## config.mk

```make
export PLATFORM = sky130hd
export DESIGN_NAME = wb_write_queue
export DESIGN_NICKNAME = d
export VERILOG_FILES = /design/src/rtl/wb_write_queue.sv
export SDC_FILE = /design/constraint.sdc
export NUM_CORES = 1
export LEC_CHECK = 0
export ABC_AREA = 1
export BUFFER_PORTS_ARGS = -buffer_cell sky130_fd_sc_hd__buf_2
export CORE_MARGIN = 10
export CORE_UTILIZATION = 50
export DETAILED_ROUTE_END_ITERATION = 7
export PLACE_DENSITY_LB_ADDON = 0.08
export SKIP_LAST_GASP = 1
export SLEW_MARGIN = 20
export SYNTH_ARGS = -nofsm -noshare
export SYNTH_HDL_FRONTEND = slang
export SYNTH_SLANG_ARGS = --single-unit
export TNS_END_PERCENT = 20
```

## constraint.sdc

```tcl
create_clock -name clk -period 2.65 [get_ports clk]
set_clock_uncertainty 0.2 [all_clocks]
set_input_delay 0.3975 -clock clk [delete_from_list [all_inputs] [get_ports clk]]
set_output_delay 0.3975 -clock clk [all_outputs]
set_load 0.01 [all_outputs]
```

## src/rtl/wb_write_queue.sv

```systemverilog
// Write-back front end: merges ALU results and buffered load results into one registered
// register-file write per cycle. Define WB_FORWARD_EN to add the dadoFwd forwarding port.
module wb_write_queue #(
    parameter int DEPTH = 4,
    localparam int CW = $clog2(DEPTH) + 1
) (
    input  logic          clk,
    input  logic          reset,
    input  logic          alu_valid,
    input  logic [4:0]    alu_dest,
    input  logic [31:0]   alu_dado,
    input  logic          mem_valid,
    output logic          mem_ready,
    input  logic [4:0]    mem_dest,
    input  logic [31:0]   mem_dado,
    output logic [4:0]    endRegDest,
    output logic [31:0]   dado,
    output logic          sinalEscrita,
    input  logic [4:0]    endConsulta,
    output logic          pendente,
`ifdef WB_FORWARD_EN
    output logic [31:0]   dadoFwd,
`endif
    output logic [CW-1:0] ocupacao
);

    localparam int PW = $clog2(DEPTH);

    logic [4:0]       fifo_dest [DEPTH];
    logic [31:0]      fifo_dado [DEPTH];
    logic [DEPTH-1:0] fifo_live;
    logic [PW-1:0]    wr_ptr;
    logic [PW-1:0]    rd_ptr;
    logic [CW-1:0]    count;

    logic alu_issue;
    logic push;
    logic pop;
    logic head_live;

    assign alu_issue = alu_valid && (alu_dest != 5'd0);
    assign mem_ready = (count != CW'(DEPTH));
    // A load to $zero completes its handshake but is dropped here.
    assign push      = mem_valid && mem_ready && (mem_dest != 5'd0);
    assign pop       = !alu_issue && (count != '0);
    assign head_live = fifo_live[rd_ptr];
    assign ocupacao  = count;

    always_ff @(posedge clk or negedge reset) begin
        if (!reset) begin
            wr_ptr       <= '0;
            rd_ptr       <= '0;
            count        <= '0;
            fifo_live    <= '0;
            endRegDest   <= '0;
            dado         <= '0;
            sinalEscrita <= 1'b0;
        end else begin
            // Kill runs before the push so an entry enqueued on this same edge survives.
            for (int i = 0; i < DEPTH; i++) begin
                if (alu_issue && fifo_live[i] && (fifo_dest[i] == alu_dest))
                    fifo_live[i] <= 1'b0;
            end
            if (pop) begin
                fifo_live[rd_ptr] <= 1'b0;
                rd_ptr            <= rd_ptr + PW'(1);
            end
            if (push) begin
                fifo_live[wr_ptr] <= 1'b1;
                wr_ptr            <= wr_ptr + PW'(1);
            end
            case ({push, pop})
                2'b10:   count <= count + CW'(1);
                2'b01:   count <= count - CW'(1);
                default: count <= count;
            endcase

            if (alu_issue) begin
                endRegDest   <= alu_dest;
                dado         <= alu_dado;
                sinalEscrita <= 1'b1;
            end else if (pop && head_live) begin
                endRegDest   <= fifo_dest[rd_ptr];
                dado         <= fifo_dado[rd_ptr];
                sinalEscrita <= 1'b1;
            end else begin
                sinalEscrita <= 1'b0;
            end
        end
    end

    // NOTE: payload storage has no reset; the live bits alone say which slots mean anything.
    always_ff @(posedge clk) begin
        if (push) begin
            fifo_dest[wr_ptr] <= mem_dest;
            fifo_dado[wr_ptr] <= mem_dado;
        end
    end

    always_comb begin
        logic hit;
        hit = 1'b0;
        for (int i = 0; i < DEPTH; i++) begin
            if (fifo_live[i] && (fifo_dest[i] == endConsulta))
                hit = 1'b1;
        end
        pendente = (endConsulta != 5'd0) &&
                   (hit || (sinalEscrita && (endRegDest == endConsulta)));
    end

`ifdef WB_FORWARD_EN
    // Walk head to tail so the youngest matching live entry wins.
    always_comb begin
        logic [PW-1:0] idx;
        idx     = rd_ptr;
        dadoFwd = (sinalEscrita && (endConsulta != 5'd0) && (endRegDest == endConsulta))
                  ? dado : 32'd0;
        for (int k = 0; k < DEPTH; k++) begin
            idx = rd_ptr + PW'(k);
            if (fifo_live[idx] && (fifo_dest[idx] == endConsulta))
                dadoFwd = fifo_dado[idx];
        end
    end
`endif

endmodule

```

==> results.cfg <==
[final_layout]
multi_input_area_um2 = 2879
diodes = 0
area_growth_pct = 20.24
final_layout_size_suffix_gt1_frac = 0.2116
fill_cells = 1497
fin_nets = 1101
seq_area_um2 = 5672
final_core_util = 0.6176
design_area_um2 = 10760

[timing]
hold_violations = 0
worstMarginPinSlew_ns = 0.6046
rsz0062_at_grt = false
relSlewSlack = 0.5969
min_period_ns = 2.474
finalCritPeriodShare = 0.9335
maxSlewViolCount = 0
tns_ns = 0
fmax_mhz = 404.2
finalSetupViolations = 0

[pwr]
power_density_nw_per_um2 = 1013
leakage_nw = 4.466
ir_drop_v = 0.0005607

[clock_network]
cts.sinks = 197
clockBufferDepth = 2
cts_htree_levels = 4
clockRootBuffer = clkbuf_16
cts_buffers = 17
clk_latency_ns = 0.42
clk_pin_slew_ns = 0.07
cts_tree = yes

[die]
io_pins = 126
initial_core_util = 0.5136
dieWidth_um = 153.8
fp.dieArea_um2 = 23640
die_h_um = 153.8
rows = 48
core_um2 = 17420

[grt]
grt_max_degree = 74
grtUsageTotal = 0.1836
antenna_found_initial = 0
grt_pass1_wl_um = 34910
grt_pass1_vias = 6621
grt-ovfl-total = 0

[routing]
wl_um = 21650
avgRoutedWirePerCell_um = 17.37
drt-initial-drc-count = 361
drc = 0
num_vias = 6487
drtAntennaViolNets = 0
viasPerCell = 5.206
dr.pass1.iters = 5

[logic_synthesis]
synth_compound_area_frac = 0.1018
synthSimpleGateAreaFrac = 0.1917
syn_inst = 848
synth.avg_cell_area_um2 = 10.55
netlist_area_um2 = 8946
yosysWarnings = 0
yosys_register_bits = 197
synth_xor_area_frac = 0.01175
yosysMostFrequentCell = nand2_1
synth_edf_count = 148
synth.distinct_cells = 31
synth_top_family_by_area = simple AND/OR/NAND/NOR gates
synth_common_cells = nand2_1, edfxtp_1, nor2_1
synth_nets = 941
synthAdderAreaFrac = 0.01483
synth_top_area_frac = 0.4968
synthFlopType = edfxtp_1
yosys-mux-area-fraction = 0
postSynth.asyncResetShare = 0.2487
synth_top_area_cell = edfxtp_1
ys_top_cells_by_area = edfxtp_1, dfrtp_1, nand2_1
ys_seq_area_frac = 0.6338

[place]
dpl_cell_area_um2 = 9809
place_congestion = 0.9344
io_buffers = 125
hpwl_um = 13910

[worst_setup_path]
crit_type = input port to register
startpoint_type = input port
crit_fanout = 5
crit_arrival_ns = 2.57
end_kind = register
cp.required_ns = 2.75

[outcome]
outcome = finished, final reports clean

[run]
maxCapViolations = 0

[worst_hold_path]
hold_path.class = input port to register
-- per-stage QoR --
| stage | setup slack (ns) | hold slack (ns) | power [mW] | std cells |
|---|---|---|---|---|
| after floorplan | 0.1517 | -0.09809 | 7.191 | 848 |
| after global placement | 0.2816 | 0.2089 | 8.485 | 1175 |
| after detailed placement | 0.2393 | 0.2128 | 8.560 | 1175 |
| after CTS | 0.1027 | 0.0001211 | 11.00 | 1244 |
| after global routing | 0.009929 | 0.01112 | 11.66 | 1246 |
| final | 0.1763 | 0.01925 | 10.90 | 1246 |
-- logic make-up after synthesis --
logic type / after synthesis
and+or+nand+nor: 406
adders and majority gates: 10
AOI/OAI and AO/OA: 135
xor gates and xnor gates: 12
buffers and inverters: 88
DFF: 197
-- flip-flops by register name, indices dropped and copies added (netlist names) --
signal        count
fifo_live         4
dado             32
ocupacao          3
fifo_dado       128
fifo_dest        20
sinalEscrita      1
rd_ptr            2
wr_ptr            2
endRegDest        5
-- area by class of cell --
type / instances / share of cell area
sequential: 197 / 0.5273
multi-input combinational: 563 / 0.2677
timing repair buffer: 180 / 0.1098
clock buffer: 20 / 0.04246
tap: 225 / 0.02617
inverter: 49 / 0.01756
clock inverter: 12 / 0.009073
-- per-layer routing --
layer  up-vias  share of wire  global-route usage
li1       3209              -                   -
met1      3094           0.44              0.2304
met3        35          0.044             0.03766
met5         -              0                   0
met4         0          0.021             0.06388
met2       149           0.50              0.3084
-- cells in the final DEF (no fill, tap or decap), types with 3 or more instances in the layout --
cell / instances
o21ai_0: 92
or2_1: 15
dlygate4sd3_1: 37
inv_1: 39
xor2_1: 11
clkbuf_16: 17
edfxtp_1: 148
or2_0: 17
buf_4: 14
nor2_1: 129
nor3_1: 4
buf_12: 4
a21oi_1: 8
o211ai_2: 30
nand3_1: 56
clkinv_4: 3
dfrtp_1: 48
clkinv_1: 5
nand2_1: 173
inv_6: 3
nand4_1: 5
buf_2: 125
ha_1: 9
o211ai_1: 4
inv_2: 5
-- path summary, 6_finish.rpt --
kind | to | startpoint | slack (ns) | depth (start not counted)
worst min register to register | dado[11] | dado[11] | 0.28 | 2
worst max-delay path | ocupacao[2] | mem_dest[3] | 0.18 | 11
max in group asynchronous | dado[15] | reset | 1.27 | 3
worst max register to register | fifo_dest[1][0] | ocupacao[0] | 0.38 | 8
worst min-delay path | fifo_dest[1][4] | mem_dest[4] | 0.02 | 1
min in group asynchronous | dado[12] | reset | 0.31 | 2
-- timing repair --
item	CTS	global route
setup buffers	0	2
endpoints found under the hold margin	158	0
resized for setup	0	2
hold buffers	37	0
setup endpoints to repair	0	42
-- power breakdown --
group          total (mW)  internal, mW  switching [mW]
Clock                2.40          1.27            1.13
Sequential           4.61          4.20           0.413
Combinational        3.88          1.32            2.56
-- worst max-delay path, cell delays in order --
cell	delay, ns
dlygate4sd3_1	0.56
buf_2	0.15
nor3_1	0.18
nand2_1	0.17
nand2_4	0.12
ha_1	0.14
inv_1	0.06
fa_1	0.37
a21oi_1	0.14
o21ai_0	0.11
xor2_1	0.15
Power figures use the tool's default switching activity.
